File: src/rtl/filter_seq_pkg.sv
// filter_seq_pkg: shared mode encodings, FSM states, config record and autosweep table
package filter_seq_pkg;
  localparam int CFG_F_W = 19;
  localparam logic [2:0] MODE_LPF = 3'b001;
  localparam logic [2:0] MODE_HPF = 3'b010;
  localparam logic [2:0] MODE_BPF = 3'b100;
  typedef enum logic [1:0] {IDLE, ALIGN, COMMIT, FLUSH} state_t;
  typedef struct packed {
    logic [2:0]         mode;
    logic [CFG_F_W-1:0] f;
    logic               w;
    logic [2:0]         a;
  } cfg_t;
  localparam cfg_t SWEEP_0 = '{mode: MODE_LPF, f: 19'd200,  w: 1'b0, a: 3'b101};
  localparam cfg_t SWEEP_1 = '{mode: MODE_HPF, f: 19'd2000, w: 1'b0, a: 3'b101};
  localparam cfg_t SWEEP_2 = '{mode: MODE_BPF, f: 19'd1020, w: 1'b0, a: 3'b101};
  function automatic cfg_t sweep_entry(input logic [1:0] idx);
    return idx == 2'd0 ? SWEEP_0 : idx == 2'd1 ? SWEEP_1 : SWEEP_2;
  endfunction
endpackage

File: src/rtl/filter_seq_tick_cnt.sv
// filter_seq_tick_cnt: sample-tick rising-edge detector and tick counter with clear and terminal-count pulse
module filter_seq_tick_cnt (
  input  logic       clk,
  input  logic       rst,
  input  logic       smp_tick,
  input  logic       clr,
  input  logic [7:0] target,
  output logic       tick_rise,
  output logic       tc
);
  logic       smp_tick_d;
  logic [7:0] count;
  assign tick_rise = smp_tick & ~smp_tick_d;
  assign tc = tick_rise & (count == target - 8'd1);
  // count sample boundaries; wrap to zero on terminal count so the next phase starts fresh
  always_ff @(posedge clk) begin
    if (rst) begin
      smp_tick_d <= 1'b0;
      count <= 8'd0;
    end else begin
      smp_tick_d <= smp_tick;
      count <= (clr || tc) ? 8'd0 : tick_rise ? count + 8'd1 : count;
    end
  end
endmodule

File: src/rtl/filter_cfg_sequencer.sv
// filter_cfg_sequencer: validates config requests, commits them on sample boundaries and mutes dout while the filter flushes; FILTER_SEQ_AUTOSWEEP_EN adds a self-issuing mode sweep
module filter_cfg_sequencer
  import filter_seq_pkg::*;
#(
  parameter int             F_W           = CFG_F_W,
  parameter int             DOUT_W        = 16,
  parameter int             FLUSH_SAMPLES = 32,
  parameter logic [F_W-1:0] F_MIN         = 19'd1,
  parameter logic [F_W-1:0] F_MAX         = 19'd20000,
  parameter logic [2:0]     DEF_MODE      = 3'b001,
  parameter logic [F_W-1:0] DEF_F         = 19'd200,
  parameter logic           DEF_W         = 1'b0,
  parameter logic [2:0]     DEF_A         = 3'b101
`ifdef FILTER_SEQ_AUTOSWEEP_EN
  , parameter int           DWELL_SAMPLES = 160
`endif
) (
  input  logic                     clk,
  input  logic                     rst,
`ifdef FILTER_SEQ_AUTOSWEEP_EN
  input  logic                     sweep_en,
`endif
  input  logic                     smp_tick,
  input  logic                     req_valid,
  output logic                     req_ready,
  input  logic [2:0]               req_mode,
  input  logic [F_W-1:0]           req_f,
  input  logic                     req_w,
  input  logic [2:0]               req_a,
  input  logic signed [DOUT_W-1:0] core_dout,
  output logic [2:0]               mode_sel,
  output logic [F_W-1:0]           f_set,
  output logic                     w_set,
  output logic [2:0]               a_set,
  output logic signed [DOUT_W-1:0] dout,
  output logic                     busy,
  output logic                     cfg_done,
  output logic                     cfg_err
);
  localparam cfg_t DEF_CFG = '{mode: DEF_MODE, f: DEF_F, w: DEF_W, a: DEF_A};
  state_t     state, nxt;
  cfg_t       cur, pend, req, src;
  logic       tick_rise, tc, clr, mute, boot, accept, req_ok, hold, issue;
  logic [7:0] target;
  assign req = '{mode: req_mode, f: req_f, w: req_w, a: req_a};
  assign req_ok = $onehot(req_mode) && req_f >= F_MIN && req_f <= F_MAX && req_a != 3'd0;
  assign req_ready = state == IDLE && !hold;
  assign accept = req_valid && req_ready;
  assign {mode_sel, f_set, w_set, a_set} = cur;
`ifdef FILTER_SEQ_AUTOSWEEP_EN
  logic       sweep_en_d;
  logic [1:0] idx;
  assign hold = sweep_en;
  assign issue = sweep_en && state == IDLE && tc;
  assign src = issue ? sweep_entry(idx) : req;
  assign target = state == IDLE ? 8'(DWELL_SAMPLES) : 8'(FLUSH_SAMPLES);
  assign clr = state == COMMIT || (state == IDLE && !sweep_en);
  // walk the sweep table; restart from the first entry whenever sweeping stops
  always_ff @(posedge clk) begin
    if (rst) begin
      sweep_en_d <= 1'b0;
      idx <= 2'd0;
    end else begin
      sweep_en_d <= sweep_en;
      idx <= (sweep_en_d && !sweep_en) ? 2'd0 : issue ? (idx == 2'd2 ? 2'd0 : idx + 2'd1) : idx;
    end
  end
`else
  assign hold = 1'b0;
  assign issue = 1'b0;
  assign src = req;
  assign target = 8'(FLUSH_SAMPLES);
  assign clr = state == COMMIT;
`endif
  filter_seq_tick_cnt u_tick (
    .clk(clk), .rst(rst), .smp_tick(smp_tick), .clr(clr),
    .target(target), .tick_rise(tick_rise), .tc(tc)
  );
  // next state, mute and busy decode
  always_comb begin
    nxt = state;
    mute = state == COMMIT || state == FLUSH;
    busy = state != IDLE;
    nxt = state == IDLE   ? ((issue || (accept && req_ok && req != cur)) ? ALIGN : IDLE) :
          state == ALIGN  ? (tick_rise ? COMMIT : ALIGN) :
          state == COMMIT ? FLUSH :
                            (tc ? IDLE : FLUSH);
  end
  // state, configuration registers, gated output and status pulses
  always_ff @(posedge clk) begin
    if (rst) begin
      state <= FLUSH;
      cur <= DEF_CFG;
      pend <= DEF_CFG;
      dout <= '0;
      cfg_done <= 1'b0;
      cfg_err <= 1'b0;
      boot <= 1'b1;
    end else begin
      state <= nxt;
      if (state == IDLE && nxt == ALIGN) pend <= src;
      if (state == ALIGN && tick_rise) cur <= pend;
      dout <= mute ? '0 : core_dout;
      cfg_done <= (state == FLUSH && tc && !boot) || (accept && req_ok && req == cur);
      cfg_err <= accept && !req_ok;
      if (state == FLUSH && tc) boot <= 1'b0;
    end
  end
endmodule
File: config.mk
export PLATFORM = sky130hd
export DESIGN_NAME = filter_cfg_sequencer
export DESIGN_NICKNAME = d
export VERILOG_FILES = /design/src/rtl/filter_seq_pkg.sv /design/src/rtl/filter_seq_tick_cnt.sv /design/src/rtl/filter_cfg_sequencer.sv
export SDC_FILE = /design/constraint.sdc
export NUM_CORES = 1
export LEC_CHECK = 0
export ABC_AREA = 1
export BUFFER_PORTS_ARGS = -buffer_cell sky130_fd_sc_hd__buf_2
export CAP_MARGIN = 15
export CELL_PAD_IN_SITES_DETAIL_PLACEMENT = 1
export CELL_PAD_IN_SITES_GLOBAL_PLACEMENT = 1
export CORE_ASPECT_RATIO = 0.75
export CORE_MARGIN = 1
export CORE_UTILIZATION = 35
export DETAILED_ROUTE_END_ITERATION = 12
export GPL_TIMING_DRIVEN = 0
export PLACE_DENSITY_LB_ADDON = 0.08
export SYNTH_ARGS = -nofsm -noshare
export SYNTH_HDL_FRONTEND = slang
export SYNTH_SLANG_ARGS = --single-unit
File: constraint.sdc
create_clock -name clk -period 2 [get_ports clk]
set_input_delay 0.3 -clock clk [delete_from_list [all_inputs] [get_ports clk]]
set_output_delay 0.3 -clock clk [all_outputs]
set_load 0.1 [all_outputs]
# --- Word level (Yosys, flattened, before mapping) ---
# Cells that the tools add are included.
# Widths: inputs -> output; s select.
op_classes:
  add_sub_neg: 3
  magnitude_cmp: 2
  eq_ne: 8
  muxes: 6
  bitwise_logic: 3
  reduce_logical: 22
ops:
  columns: ["cell", "n"]
  rows:
  - ["$eq 26x26->1", 1]
  - ["$ne 26x26->1", 1]
  - ["$ge 19x1->1 const B", 1]
  - ["$le 19x15->1 const B", 1]
  - ["$logic_and 1x1->1", 12]
  - ["$mux 2", 5]
  - ["$add 8x1->8 const B", 1]
  - ["$eq 8x5->1 const B", 1]
  - ["$eq 2x1->1 const B", 3]
  - ["$eq 2x2->1 const B", 2]
  - ["$reduce_or 2->1", 2]
  - ["$logic_or 1x1->1", 3]
  - ["$reduce_bool 3->1", 1]
  - ["$add 1x1->2", 1]
  - ["$add 2x1->2", 1]
  - ["$and 1x1->1", 2]
  - ["$logic_not 1->1", 2]
  - ["$logic_not 2->1", 1]
  - ["$reduce_bool 2->1", 1]
  - ["$mux 1", 1]
  - ["$not 1->1", 1]
totals:
  register_bits: 82
  inputBits: 46
  out_inout_bits: 46
  word_cells: 59

# --- Depth between registers and ports, before layout ---
# Gate-level depths: netlist of run 1.
logic_depth:
  word_depth: 12
  depth_mapped: 12
  mapped_depth_nobuf: 11

# --- By module ---
# Synthesis of run 1 repeated with hierarchy kept, for this count alone.
hier_totals:
  hier_cells: 622
  area_unflattened_um2: 4185.3
modules_own_cells:
  columns: ["module", "instances", "cells_each", "area_per_inst_um2", "seq_area_each_um2"]
  rows:
  - ["filter_cfg_sequencer", 1, 519, 3467.1, 1461.4]
  - ["filter_seq_tick_cnt", 1, 103, 718.2, 180.2]

# --- Worst setup path before layout of run 1 ---
# OpenSTA, ideal clock, no wires.
synth_timing:
  path_kind: "reg-to-output"
  startpoint: "reg state[0]"
  endpoint: "out busy"
  arrival_ns: 1.892
  t_required_ns: 1.700
  slack_ns: -0.192
  stages_incl_launch_ff: 3
  path_buffers: 0
  cell_sequence: "dfxtp_1 nor2_2 inv_1"
synth_via:
  elab_chain_len: 1
synth_lines:
  columns: ["element", "line", "text"]
  rows:
  - ["start: declaration", "filter_cfg_sequencer.sv:41", "state_t state, nxt;"]
  - ["start signal: assignment", "filter_cfg_sequencer.sv:100", "state <= nxt;"]
  - ["$reduce_bool 2->1", "filter_cfg_sequencer.sv:83", "busy = state != IDLE;"]
  - ["end: declaration", "filter_cfg_sequencer.sv:36", "output logic busy,"]
# No other way between the ends.

# --- Worst setup path after layout of run 1 ---
layout_timing:
  startpoint: "in req_mode[0]"
  endpoint: "reg pend[9] (netlist name)"
layout_via:
  elab_chain_len: 12
  elab_cells_between_ends: 13
  classes_between: "add/sub (2); eq/ne (3); mux (2); reduce/logical (6)"
layout_lines:
  columns: ["element", "line", "text"]
  rows:
  - ["start: declaration", "filter_cfg_sequencer.sv:26", "input logic [2:0] req_mode,"]
  - ["$add 1x1->2 (implied by the code)", "filter_cfg_sequencer.sv:46", "assign req_ok = $onehot(req_mode) && req_f >= F_MIN && req_f <= F_MAX && req_a != 3'd0;"]
  - ["$add 2x1->2 (implied by the code)", "filter_cfg_sequencer.sv:46", null]
  - ["$eq 2x1->1", "filter_cfg_sequencer.sv:46", null]
  - ["$logic_and 1x1->1 (3 in series)", "filter_cfg_sequencer.sv:46", null]
  - ["$logic_and 1x1->1", "filter_cfg_sequencer.sv:84", "nxt = state == IDLE ? ((issue || (accept && req_ok && req != cur)) ? ALIGN : IDLE) :"]
  - ["$logic_and 1x1->1 (*)", "filter_cfg_sequencer.sv:84", null]
  - ["$mux 1 (*)", "filter_cfg_sequencer.sv:84", null]
  - ["$mux 2 (*)", "filter_cfg_sequencer.sv:84", null]
  - ["$eq 2x1->1 (*)", "filter_cfg_sequencer.sv:101", "if (state == IDLE && nxt == ALIGN) pend <= src;"]
  - ["$logic_and 1x1->1 (*)", "filter_cfg_sequencer.sv:101", null]
  - ["end signal: assignment", "filter_cfg_sequencer.sv:101", null]
  - ["end: declaration", "filter_cfg_sequencer.sv:42", "cfg_t cur, pend, req, src;"]
# Mark *: on every way between the ends. The rest lies on a longest branch, timed or not.
# A chain may end at the register's enable or synchronous reset.

==> key figures, run 1 <==
Timing
  • Total count of max-transition violations in the final report: 0
  • Clock skew after layout: 0.00450 ns
  • Final min period: 1.91 ns
  • Hold violation count in the final report: 0
  • Minimum setup slack in the final design: 0.0889 ns
  • Achievable Freq: 523 MHz
  • Slew at the pin with the worst max-slew slack: 0.777 ns
  • Fin crit share: 95.6%
  • Setup violators final: 0
  • Headroom to the max-slew limit: 47.9%

Routing
  • Detailed-route wire length per cell: 15.7 um
  • Routed vias/inst: 4.86
  • Number of nets with antenna violations after detailed routing: 0
  • Final WL: 12900 um
  • First-pass detailed-route iteration total: 4
  • Overall via count from detail_route: 3984
  • Drt drc: 0
  • Number of violations reported at the end of detailed-routing iteration 0: 132

Logic synthesis
  • Synth Area in Simple Gates: 35.8%
  • Combinational family with the most area after synthesis: simple AND/OR/NAND/NOR gates
  • Leading cell types by total area after synthesis: sky130_fd_sc_hd__dfxtp_1, sky130_fd_sc_hd__nand2_1, sky130_fd_sc_hd__nor2_1
  • Distinct cell type count of the synthesized netlist: 31
  • Top cells by instance count after synthesis: sky130_fd_sc_hd__nand2_1, sky130_fd_sc_hd__nor2_1, sky130_fd_sc_hd__dfxtp_1
  • Sequential cell area fraction in the yosys report: 43.1%
  • Portion of synthesized cell area occupied by the leading cell type: 43.1%
  • Proportion of synthesized flip-flops having asynchronous set or reset: 0%
  • Mean cell area of the mapped netlist: 6.61 um2
  • Count of flip-flops with a built-in enable after synthesis: 0
  • Fraction of synthesized cell area in xor and xnor cells: 1.38%
  • Most used flip-flop cell after synthesis: sky130_fd_sc_hd__dfxtp_1
  • Top-count cell post-synth: sky130_fd_sc_hd__nand2_1
  • Post-Synthesis Cells: 576
  • Syn_nets: 624
  • Area leader, netlist: sky130_fd_sc_hd__dfxtp_1
  • Number of register bits inferred by synthesis: 82
  • Multiplexer share of the synthesized area: 0%
  • Post-synthesis instance area: 0.00381 mm2
  • Share of synthesized cell area in full adder, half adder and majority cells: 0.854%
  • Post-synthesis compound-gate area fraction: 7.79%
  • Number of warnings printed during yosys synthesis: 0

Critical path
  • Largest stage delay, worst path: 0.48 ns
  • Buffers plus inverters on the worst setup path: 3
  • Gate family responsible for the most delay along the worst path: simple AND/OR/NAND/NOR gates
  • CP Capture Type: flip-flop
  • Number of cells on the worst reg-to-reg path: 11
  • CP Data Required Time: 2.24 ns
  • Highest-delay cell along the critical path: sky130_fd_sc_hd__fa_1
  • Type of the worst setup path: in -> reg
  • Startpoint Class: input port
  • Critical path cell sequence: buf_2 > inv_2 > fa_1 > nor2_2 > nand3_2 > a21oi_4 > nand2_2 > nor2_4 > buf_6 > nand3_1 > nand2_1 > nor2_1
  • Number of gates on the worst path with buffers counted: 12
  • Critical Path AT: 2.15 ns
  • Critical Path Fanout Max: 10

Flow run
  • Number of violations of the max-capacitance limit: 0

Floorplan
  • Die height: 92.3 um
  • Top-level I/O count: 92
  • Starting density of the core: 36.6%
  • DIE AREA: 0.0113 mm2
  • Number of placement rows: 32
  • Core area: 0.0104 mm2
  • Die Span X: 122 um

Finish
  • Fin nets: 728
  • P&R area growth vs syn: 26.9%
  • Post-layout instance area: 0.00483 mm2
  • Post-route core utilization: 46.4%
  • Footprint of the multi-input gates: 0.00177 mm2
  • Share of post-route cells with drive strength above 1: 23.5%
  • Post-layout instance count excluding filler cells: 820
  • Fill cells: 1400
  • ANT cells: 0
  • Sequential standard cell area: 0.00167 mm2

Clocking
  • Clock-pin slew on the worst setup and hold paths: 0.06 ns
  • Clock Path Buffers: 2
  • H-Tree Depth: 3
  • Root cell of the clock tree: sky130_fd_sc_hd__clkbuf_16
  • CTS Buf Count: 9
  • CTS Hold Buffers Added: 0
  • Count of clock tree sinks: 82
  • Clk Latency, worst-skew pair: 0.34 ns
  • CTS tree: done

GRT
  • Pin count of the biggest net entering global routing: 14
  • Initial antenna violation count: 0
  • Number of global-route vias before repair: 4053
  • First-pass GRT wire length: 20900 um
  • Remaining Overflow, GRT: 0
  • Overall global routing resource usage: 24.5%

Placement
  • Final HPWL DP: 9940 um
  • Total placed cells including tap cells: 802
  • Post-DP Area: 0.00447 mm2
  • Post-Place Worst Slack: -0.352 ns
  • Count of port buffers added during placement: 90
  • Final GP Congestion: 0.871

Power
  • Cell Pwr Density: 765 mW/mm2
  • VDD IR-drop max: 0.498 mV
  • Cell leakage power: 2.43 nW

Worst hold path
  • Worst min-delay path class: in -> reg
  • Depth of the worst hold-timing path: 3

Run status
  • Run status: complete, no violations
-- kinds of logic (layout without fill, tap and decap cells) --
group,after synthesis,in the layout
buf+inv,102,210
simple gates,330,330
flops,82,82
fa+ha+maj,2,2
compound gates,54,54
xor+xnor,6,6
-- cell type report --
type | instances | share of cell area, %
Inverter | 84 | 6.52
Clock buffer | 10 | 4.94
Multi-Input combinational cell | 392 | 36.6
Tap cell | 136 | 3.52
Timing Repair Buffer | 93 | 9.79
Clock inverter | 5 | 1.63
Buffer | 18 | 2.38
Sequential cell | 82 | 34.6
-- worst reg2reg max path, stage by stage, from the launching register on --
cell                      delay [ns]
sky130_fd_sc_hd__dfxtp_2        0.34
sky130_fd_sc_hd__inv_1          0.05
sky130_fd_sc_hd__nand2_1        0.14
sky130_fd_sc_hd__nand2_1        0.07
sky130_fd_sc_hd__a21oi_1        0.19
sky130_fd_sc_hd__nand2_1        0.12
sky130_fd_sc_hd__nor2_1         0.13
sky130_fd_sc_hd__nand3_2        0.20
sky130_fd_sc_hd__buf_6          0.21
sky130_fd_sc_hd__nand3_1        0.08
sky130_fd_sc_hd__nand2_1        0.06
sky130_fd_sc_hd__nor2_1         0.11
-- report_power, final --
group	leakage (nW)	total (mW)	switching, mW	internal [mW]
sequential	0.669	1.64	0.00242	1.64
clock	0.158	1.81	0.688	1.12
combinational	1.60	0.250	0.166	0.0848
-- metal layers --
metal	up-vias	track usage [%]	part of all wire, %
li1	1974	-	-
met3	10	4.31	4.8
met1	1908	34.2	50
met5	-	0	0
met2	92	39.3	44
met4	0	5.28	1.0
-- per-stage QoR --
step	hold slack [ns]	TNS [ns]	total power, mW
floorplan	0.407	0	1.80
global route	0.173	-0.363	3.83
detailed placement	0.433	-8.29	1.92
global placement	0.422	-7.78	1.91
CTS	0.162	0	3.72
finish	0.168	0	3.70
-- final timing paths --
kind / from / endpoint / slack [ns]
worst max register to register: f_set[8]$_SDFFE_PP0P_ / pend[9]$_SDFFE_PP0P_ / 0.24
worst max-delay path: req_mode[0] / pend[9]$_SDFFE_PP0P_ / 0.09
worst min register to register: pend[19]$_SDFFE_PP0P_ / pend[19]$_SDFFE_PP0P_ / 0.44
worst min-delay path: core_dout[3] / dout[3]$_SDFF_PP0_ / 0.17
-- timing repair --
item                                    in CTS  in global routing
endpoints found under the hold margin        0                  0
buffers inserted                             0                  3
resized for setup                            0                  7
endpoints found under the setup margin       0                 23
-- layout by cell type (no fill, tap or decap), types with 2 or more instances in the layout --
master                      instances
sky130_fd_sc_hd__buf_6              6
sky130_fd_sc_hd__inv_2              3
sky130_fd_sc_hd__nand2_1          162
sky130_fd_sc_hd__clkbuf_1           9
sky130_fd_sc_hd__nor3_1             5
sky130_fd_sc_hd__buf_4              3
sky130_fd_sc_hd__nand4_1            4
sky130_fd_sc_hd__xor2_1             4
sky130_fd_sc_hd__o21ai_0           22
sky130_fd_sc_hd__inv_1             80
sky130_fd_sc_hd__nand3_2            4
sky130_fd_sc_hd__a21oi_1           22
sky130_fd_sc_hd__clkinv_2           2
sky130_fd_sc_hd__o211ai_1           6
sky130_fd_sc_hd__dfxtp_1           56
sky130_fd_sc_hd__bufinv_16          2
sky130_fd_sc_hd__nand2_2            2
sky130_fd_sc_hd__nor2_4             4
sky130_fd_sc_hd__nor2_2             3
sky130_fd_sc_hd__nand3_1           36
sky130_fd_sc_hd__dfxtp_2           26
sky130_fd_sc_hd__clkbuf_16          9
sky130_fd_sc_hd__nor2_1           106
sky130_fd_sc_hd__xnor2_1            2
sky130_fd_sc_hd__buf_2             92
-- sequential cells by signal (all words and copies together), names as in the netlist --
name / count
u_tick.smp_tick_d: 1
state: 2
pend: 26
dout: 16
a_set: 3
mode_sel: 3
boot: 1
f_set: 19
cfg_done: 1
w_set: 1
cfg_err: 1
u_tick.count: 8
No activity file was read; power rests on OpenSTA's default activity.
==> run 2, diff against run 1 <==
Settings changed: CELL_PAD_IN_SITES_DETAIL_PLACEMENT 1 to 0, CORE_UTILIZATION 35 to 28.
==> key figures, run 2 (synthesis gave the netlist of run 1 again) <==
Run status
  • Run status: complete, no violations (unchanged)

Floorplan
  • Die height: 103 um (was 92.3 um)
  • Top-level I/O count: 92 (unchanged)
  • Number of placement rows: 36 (was 32)
  • Die Span X: 137 um (was 122 um)
  • Core area: 0.0131 mm2 (was 0.0104 mm2)
  • DIE AREA: 0.0141 mm2 (was 0.0113 mm2)
  • Starting density of the core: 29.0% (was 36.6%)

Placement
  • Count of port buffers added during placement: 90 (unchanged)
  • Final HPWL DP: 9550 um (was 9940 um)
  • Final GP Congestion: 0.807 (was 0.871)

Critical path
  • Reg-to-reg endpoint: state[0]$_SDFF_PP1_ (was pend[9]$_SDFFE_PP0P_)
  • CP Capture Type: flip-flop (unchanged)
  • Critical Path AT: 2.06 ns (was 2.15 ns)
  • Type of the worst setup path: in -> reg (unchanged)
  • Number of cells on the worst reg-to-reg path: 10 (was 11)
  • Startpoint Class: input port (unchanged)
  • Critical Path Fanout Max: 10 (unchanged)
  • CP Data Required Time: 2.21 ns (was 2.24 ns)
  • Reg-to-reg critical path startpoint: f_set[8]$_SDFFE_PP0P_ (unchanged)
  • Reg-to-reg setup timing slack: 0.25 ns (was 0.24 ns)

Timing
  • Fin crit share: 92.4% (was 95.6%)
  • Headroom to the max-slew limit: 49.6% (was 47.9%)
  • Final min period: 1.85 ns (was 1.91 ns)
  • Setup violators final: 0 (unchanged)
  • Achievable Freq: 541 MHz (was 523 MHz)
  • Total count of max-transition violations in the final report: 0 (unchanged)
  • Hold violation count in the final report: 0 (unchanged)
  • Slew at the pin with the worst max-slew slack: 0.756 ns (was 0.777 ns)
  • Sum of negative setup slack: 0 ns (unchanged)
  • Clock skew after layout: 0.00910 ns (was 0.00450 ns)

Clocking
  • Count of clock tree sinks: 82 (unchanged)
  • Clock-pin slew on the worst setup and hold paths: 0.07 ns (was 0.06 ns)
  • H-Tree Depth: 3 (unchanged)
  • CTS Buf Count: 9 (unchanged)
  • Root cell of the clock tree: sky130_fd_sc_hd__clkbuf_16 (unchanged)
  • CTS tree: done (unchanged)
  • Clk Latency, worst-skew pair: 0.35 ns (was 0.34 ns)
  • Clock Path Buffers: 2 (unchanged)

Power
  • VDD IR-drop max: 0.377 mV (was 0.498 mV)
  • Cell leakage power: 2.42 nW (was 2.43 nW)
  • Cell Pwr Density: 735 mW/mm2 (was 765 mW/mm2)

GRT
  • Initial antenna violation count: 0 (unchanged)
  • Remaining Overflow, GRT: 0 (unchanged)
  • First-pass GRT wire length: 18800 um (was 20900 um)
  • Pin count of the biggest net entering global routing: 15 (was 14)
  • Number of global-route vias before repair: 3425 (was 4053)
  • Overall global routing resource usage: 18.7% (was 24.5%)

Routing
  • Drt drc: 0 (unchanged)
  • First-pass detailed-route iteration total: 4 (unchanged)
  • Number of violations reported at the end of detailed-routing iteration 0: 205 (was 132)
  • Overall via count from detail_route: 3766 (was 3984)
  • Detailed-route wire length per cell: 14.4 um (was 15.7 um)
  • Number of nets with antenna violations after detailed routing: 0 (unchanged)
  • Routed vias/inst: 4.39 (was 4.86)
  • Final WL: 12400 um (was 12900 um)

Worst hold path
  • Startpoint of the tightest hold check path: core_dout[15] (was core_dout[3])
  • Worst Hold End: dout[15]$_SDFF_PP0_ (was dout[3]$_SDFF_PP0_)
  • Worst min-delay path class: in -> reg (unchanged)
  • Depth of the worst hold-timing path: 3 (unchanged)

Finish
  • Leading cell type in the layout, fill and taps excluded: sky130_fd_sc_hd__nand2_1 (unchanged)
  • P&R area growth vs syn: 27.3% (was 26.9%)
  • ANT cells: 0 (unchanged)
  • Share of post-route cells with drive strength above 1: 23.6% (was 23.5%)
  • Post-route core utilization: 37.0% (was 46.4%)
  • Register bank with the most flops: pend (unchanged)
  • Fill cells: 1414 (was 1400)
  • Highest-count cells in the layout ignoring fill and taps: sky130_fd_sc_hd__nand2_1, sky130_fd_sc_hd__nor2_1, sky130_fd_sc_hd__buf_2 (unchanged)
  • Fin nets: 730 (was 728)
  • Number of flip-flops in the largest register: 26 (unchanged)

Flow run
  • Number of violations of the max-capacitance limit: 0 (unchanged)
==> run 2: cell count changes in the layout (fill, tap and decap cells not counted), moves of 2 or more <==
cell | previous run | this run
sky130_fd_sc_hd__clkinvlp_4 | 0 | 2
sky130_fd_sc_hd__inv_1 | 80 | 78
sky130_fd_sc_hd__buf_4 | 3 | 6
sky130_fd_sc_hd__inv_2 | 3 | 5
==> run 2: worst max-delay path by stage <==
stage	start	slack, ns	depth (start not counted)	end
after global routing	req_mode[0]	-0.007	12	pend[7]$_SDFFE_PP1P_
after floorplan	req_mode[1]	0.19	11	pend[0]$_SDFFE_PP1P_
after CTS	req_mode[2]	0.03	12	pend[12]$_SDFFE_PP0P_
final	req_mode[0]	0.15	12	pend[10]$_SDFFE_PP1P_
after global placement	req_mode[2]	-0.33	12	pend[12]$_SDFFE_PP0P_
after detailed placement	req_mode[2]	-0.34	12	pend[12]$_SDFFE_PP0P_
==> run 2: worst max-delay path, cell delays in order <==
cell and delay (ns):
sky130_fd_sc_hd__buf_2 0.12, sky130_fd_sc_hd__inv_2 0.07, sky130_fd_sc_hd__fa_1 0.46, sky130_fd_sc_hd__nor2_1 0.11
sky130_fd_sc_hd__nand3_1 0.14, sky130_fd_sc_hd__a21oi_2 0.19, sky130_fd_sc_hd__nand2_2 0.10, sky130_fd_sc_hd__nor2_4 0.18
sky130_fd_sc_hd__nand2_1 0.11, sky130_fd_sc_hd__buf_6 0.17, sky130_fd_sc_hd__nand2_1 0.06, sky130_fd_sc_hd__nand3_1 0.05
==> run 2: per-layer routing <==
| layer | global-route usage [%] | part of all wire, % |
|---|---|---|
| met2 | 26.9 | 39 |
| met5 | 0 | 0 |
| met4 | 4.87 | 1.2 |
| met3 | 4.38 | 6.8 |
| met1 | 27.5 | 53 |
==> run 2: final cells by class <==
cell class	count	area (um2)	area share [%]
clock inverter	6	67.6	1.39
multi-input combinational	392	1750	36.1
tap	171	214	4.42
clock buffer	9	225	4.65
sequential	82	1670	34.5
timing repair buffer	95	488	10.1
inverter	84	315	6.51
buffer	18	111	2.30
==> run 2: where the power goes <==
group	internal [mW]	switching [mW]	total, mW
sequential	1.64	0.00248	1.64
clock	0.965	0.717	1.68
combinational	0.0843	0.160	0.244
total	2.69	0.879	3.56
==> run 2: stage by stage <==
stage	area (um2)	power [mW]	cells	setup slack (ns)	hold slack (ns)
floorplan	3840	1.80	576	0.188	0.407
global placement	4510	1.92	837	-0.329	0.422
detailed placement	4510	1.92	837	-0.339	0.425
CTS	4800	3.62	852	0.0319	0.149
global route	4850	3.72	857	-0.00710	0.149
finish	4850	3.56	857	0.152	0.158
==> run 2: timing repair <==
item / 4_1_cts / 5_1_grt
endpoints found under the setup margin: 0 / 23
hold buffers: 0 / 0
endpoints found under the hold margin: 0 / 0
setup buffers: 0 / 5
gates resized for setup: 0 / 4
